**config.mk**
```make
export PLATFORM = sky130hd
export DESIGN_NAME = sar_search8
export DESIGN_NICKNAME = d
export VERILOG_FILES = /design/src/rtl/sar_pkg.sv /design/src/rtl/sar_settle_cnt.sv /design/src/rtl/sar_search8.sv
export SDC_FILE = /design/constraint.sdc
export NUM_CORES = 1
export LEC_CHECK = 0
export CAP_MARGIN = 30
export CORE_AREA = 4 4 61 63
export DETAILED_ROUTE_END_ITERATION = 10
export DIE_AREA = 0 0 65 67
export GPL_TIMING_DRIVEN = 1
export PLACE_DENSITY = 0.88
export SYNTH_ARGS = -nofsm -noshare
export SYNTH_HDL_FRONTEND = slang
export SYNTH_SLANG_ARGS = --single-unit
```
**constraint.sdc**
```tcl
create_clock -name clk -period 2.7 [get_ports clk]
set_clock_uncertainty 0.05 [all_clocks]
set_input_delay 0.54 -clock clk [delete_from_list [all_inputs] [get_ports clk]]
set_output_delay 0.54 -clock clk [all_outputs]
set_load 0.01 [all_outputs]
```
**src/rtl/sar_pkg.sv**
```systemverilog
// Shared types and widths for the sar_search8 successive-approximation controller.
package sar_pkg;

  localparam int unsigned SAR_STEPS_W = 4;
  localparam int unsigned SAR_CNT_W   = 4;

  typedef enum logic [1:0] {IDLE, SETTLE, SAMPLE, DONE} sar_state_t;

endpackage

```
**src/rtl/sar_settle_cnt.sv**
```systemverilog
// Loadable down-counter; expired rises once the loaded count has been consumed.
module sar_settle_cnt
  import sar_pkg::*;
#(
  parameter int unsigned W = SAR_CNT_W
) (
  input  logic         clk,
  input  logic         rst,
  input  logic         load,
  input  logic         en,
  input  logic [W-1:0] load_val,
  output logic         expired
);

  logic [W-1:0] cnt_q;

  // expired is registered: a load of 0 expires on the first counted cycle
  always_ff @(posedge clk) begin
    if (rst) begin
      cnt_q   <= '0;
      expired <= 1'b0;
    end else if (load) begin
      cnt_q   <= load_val;
      expired <= (load_val == '0);
    end else if (en && !expired) begin
      cnt_q   <= cnt_q - W'(1);
      expired <= (cnt_q == W'(1));
    end
  end

endmodule

```
**src/rtl/sar_search8.sv**
```systemverilog
// Successive-approximation search over an external magnitude comparator, MSB first.
// Optional build macro SAR_EARLY_EXIT_EN: stop as soon as the comparator reports equal.
module sar_search8
  import sar_pkg::*;
#(
  parameter int unsigned WIDTH  = 8,
  parameter int unsigned SETTLE = 0
) (
  input  logic                   clk,
  input  logic                   rst,
  input  logic                   start,
  input  logic                   GREATER,
  input  logic                   LESSER,
  output logic [WIDTH-1:0]       probe,
  output logic                   busy,
  output logic                   done,
  output logic [WIDTH-1:0]       result,
  output logic [SAR_STEPS_W-1:0] steps,
  output logic                   err
);

  localparam int unsigned IDX_W       = (WIDTH > 1) ? $clog2(WIDTH) : 1;
  localparam int unsigned SETTLE_LOAD = (SETTLE > 0) ? SETTLE - 1 : 0;
  localparam logic [WIDTH-1:0] PROBE_INIT = WIDTH'(1) << (WIDTH - 1);
  localparam sar_state_t PROBE_NEXT = (SETTLE > 0) ? sar_pkg::SETTLE : SAMPLE;

  sar_state_t             state_q, state_d;
  logic [IDX_W-1:0]       idx_q, idx_d;
  logic [WIDTH-1:0]       probe_d, result_d;
  logic [SAR_STEPS_W-1:0] steps_d;
  logic                   err_d, busy_d, done_d;
  logic                   settle_load_c, settle_en_c, settle_expired;
  logic                   eq_exit_c;

`ifdef SAR_EARLY_EXIT_EN
  assign eq_exit_c = !GREATER && !LESSER;
`else
  assign eq_exit_c = 1'b0;
`endif

  sar_settle_cnt #(.W(SAR_CNT_W)) u_settle (
    .clk      (clk),
    .rst      (rst),
    .load     (settle_load_c),
    .en       (settle_en_c),
    .load_val (SAR_CNT_W'(SETTLE_LOAD)),
    .expired  (settle_expired)
  );

  always_ff @(posedge clk) begin
    if (rst) begin
      state_q <= IDLE;
      idx_q   <= '0;
      probe   <= '0;
      result  <= '0;
      steps   <= '0;
      err     <= 1'b0;
      busy    <= 1'b0;
      done    <= 1'b0;
    end else begin
      state_q <= state_d;
      idx_q   <= idx_d;
      probe   <= probe_d;
      result  <= result_d;
      steps   <= steps_d;
      err     <= err_d;
      busy    <= busy_d;
      done    <= done_d;
    end
  end

  always_comb begin
    state_d  = state_q;
    idx_d    = idx_q;
    probe_d  = probe;
    result_d = result;
    steps_d  = steps;
    err_d    = err;

    case (state_q)
      IDLE: begin
        if (start) begin
          probe_d = PROBE_INIT;
          idx_d   = IDX_W'(WIDTH - 1);
          steps_d = '0;
          err_d   = 1'b0;
          state_d = PROBE_NEXT;
        end
      end
      sar_pkg::SETTLE: begin
        if (settle_expired) state_d = SAMPLE;
      end
      SAMPLE: begin
        steps_d = steps + SAR_STEPS_W'(1);
        if (GREATER && LESSER) err_d = 1'b1;
        // contradictory flags fall through as "not lesser", so the bit stays set
        if (LESSER && !GREATER) probe_d[idx_q] = 1'b0;
        // bits below idx are still clear, so the probe already is the answer on equal
        if (eq_exit_c || (idx_q == '0)) begin
          result_d = probe_d;
          state_d  = DONE;
        end else begin
          probe_d[IDX_W'(idx_q - IDX_W'(1))] = 1'b1;
          idx_d   = IDX_W'(idx_q - IDX_W'(1));
          state_d = PROBE_NEXT;
        end
      end
      DONE:    state_d = IDLE;
      default: state_d = IDLE;
    endcase

    busy_d        = (state_d == sar_pkg::SETTLE) || (state_d == SAMPLE);
    done_d        = (state_d == DONE);
    settle_load_c = (state_d == sar_pkg::SETTLE) && (state_q != sar_pkg::SETTLE);
    settle_en_c   = (state_q == sar_pkg::SETTLE);
  end

endmodule

```
==> results.yml <==
run_status:
  outcome: "completed"
sta:
  fin_tns_setup_ns: 0
  period_needed_ns: 2.20
  slew_violations: 0
  fin_ws_ns: 0.503
  fmax_mhz: 455
  hold_violations: 0
  fin_hold_ws_ns: 0.411
  period_share: 0.814
  rsz0062_at_grt: "no"
  relSlewSlack: 0.684
  setup_viol: 0
  tightestPinTransition_ns: 0.473
hold_path:
  hold_class: "reg2reg"
  hold_depth: 2
logic_synthesis:
  ys_seq_area_frac: 0.418
  synth_ff_type: "dfxtp_1"
  ys_ff_latch: 33
  synth.area.top_cells: "dfxtp_1, a21oi_1, ha_1"
  yosys.area.top_type_share: 0.418
  synthCells: 189
  ys_warn_count: 0
  synth_mux_area_frac: 0.0206
  async_flop_share: 0
  synth_commonest_cells: "dfxtp_1, nand2_1, nor2_1, a21oi_1, o21ai_0"
  syn_area_um2: 1580
  synth_top_family_by_area: "compound AO/OA/AOI/OAI gates"
  yosys.area_share.adder: 0.0555
  yosys.area_share.simple: 0.227
  synth_compound_area_frac: 0.231
  synth_nets: 201
  syn_area_per_cell_um2: 8.35
  synth_xor_area_frac: 0.00555
  synth-edff-count: 0
  yosysMostFrequentCell: "dfxtp_1"
  synth_cell_type_count: 42
  yosysTopAreaCell: "dfxtp_1"
final_layout:
  drive_above_1_share: 0.0950
  fill_cells: 283
  nets: 232
  area_growth_pct: 24.6
  antenna_cells: 0
clock_network:
  post-cts-setup-buffers: 0
  path_clk_slew_ns: 0.10
  cts_buffer_depth: 2
  cts-root-buf: "clkbuf_4"
  cts.sink_count: 33
  cts-resized-gates: 0
  cts-buffers-inserted: 5
  cts_tree: "built"
  h-tree-depth: 2
  cts_hold_buf: 0
  clock_latency_ns: 0.33
place:
  dpl_worst_slack_ns: 0.489
  io_buffers: 27
  globalplace.congestion: 0.894
  hpwlAfterDp_um: 2460
floorplan:
  die_h_um: 67
  start_util: 0.489
  io_pins: 28
  die_w_um: 65
  core_area_um2: 3230
  num_rows: 21
  dieArea_um2: 4360
power_and_ir_drop:
  ir_worst_vdd_uv: 274
  leakage_uw: 0.000695
  p_per_area_nw_per_um2: 589
global_routing:
  grt_use_total: 0.172
  overflow: 0
  grt_first_pass_wirelength_um: 5850
  grt_max_degree: 13
  grt_pass1_vias: 1356
  antenna_found_initial: 0
run:
  max-cap-violations: 0
route:
  wl_per_cell_um: 12.5
  viasPerCell: 5.40
  ant_nets: 0
  drc_errors: 0
  drtPass1Iterations: 4
  wl_um: 3340
  vias: 1441
  dr.first_iter.drc_count: 64
worst_setup_path:
  r2r_cells: 9
  cp.required_ns: 2.92
  arrival_ns: 2.42
  crit_path_max_fanout: 10
  start_kind: "flop"
  endpoint_kind: "flop"
  path_class: "reg2reg"
==> per-stage QoR <==
stage	area (um^2)	total power [uW]	utilization	std cells
floorplan	1580	768	-	189
CTS	1970	1160	0.609	267
finish	1970	1160	0.609	267
global route	1970	1230	0.609	267
detailed placement	1900	852	0.587	259
global placement	1900	850	0.587	259
==> sequential cells by signal (all words and copies together), names as in the netlist <==
register	count
probe	8
result	8
steps	4
u_settle.cnt_q	4
idx_q	3
state_q	2
busy	1
done	1
err	1
u_settle.expired	1
==> path summary, 6_finish.rpt <==
kind,startpoint,end,slack [ns]
worst max register to register,idx_q[0],u_settle.cnt_q[0],0.50
worst max-delay path,idx_q[0],u_settle.cnt_q[0],0.50
worst min-delay path,result[5],result[5],0.41
worst min register to register,result[5],result[5],0.41
==> worst max-delay path: stages (launching register included) <==
cell     delay (ns)
dfxtp_1        0.42
inv_1          0.16
ha_1           0.28
nor2b_1        0.17
nand2_2        0.20
o21ai_0        0.19
ha_1           0.26
o21ai_0        0.22
mux2i_1        0.11
nor2_1         0.08
==> layout make-up <==
class                   instances  area [um^2]  share of cell area
multi-input cells             141          852               0.433
flip-flops and latches         33          661               0.336
repair buffers                 30          293               0.149
clock buffers                   7         65.1              0.0331
well taps                      46         57.6              0.0293
inverters                       9         33.8              0.0172
clock inverters                 1         5.00             0.00254
==> cell families (layout without fill, tap and decap cells) <==
kind of cell,after synthesis,count (layout)
xor gates and xnor gates,1,1
buffers and inverters,15,47
adders and majority gates,7,7
muxes,3,3
DFF,33,33
and+or+nand+nor,72,72
AOI/OAI and AO/OA,58,58
==> where the power goes <==
part	leakage (uW)	total, uW	switching (uW)	internal [uW]
combinational	0.000385	281	160	121
clock	0.0000413	312	162	151
sequential	0.000269	564	44.8	520
total	0.000695	1160	366	792
==> layout by cell type, fill, tap and decap left out, drive strengths merged, types with 2 or more instances in the layout <==
| master | count |
|---|---|
| o31a | 3 |
| a32oi | 2 |
| inv | 9 |
| nand2 | 23 |
| dfxtp | 33 |
| nand3 | 3 |
| a22oi | 3 |
| clkdlybuf4s50 | 27 |
| nor3 | 4 |
| buf | 3 |
| clkbuf | 7 |
| o311ai | 3 |
| nand3b | 2 |
| a21oi | 21 |
| o31ai | 2 |
| nor2 | 23 |
| mux2 | 2 |
| o21ai | 11 |
| nor2b | 6 |
| ha | 7 |
| a211oi | 3 |
| a31oi | 4 |
| nand2b | 5 |
| nand4 | 2 |
| o21bai | 2 |
==> layer usage <==
metal  routed length (um)  global-route usage  part of all wire  up-vias
met5                    0                   0                 0        -
met4                   32               0.103            0.0096        0
met3                  198              0.0371             0.059        2
met2                 1540               0.269              0.46       47
met1                 1560               0.214              0.47      659
li1                     -                   -                 -      733
Power figures use the tool's default switching activity.
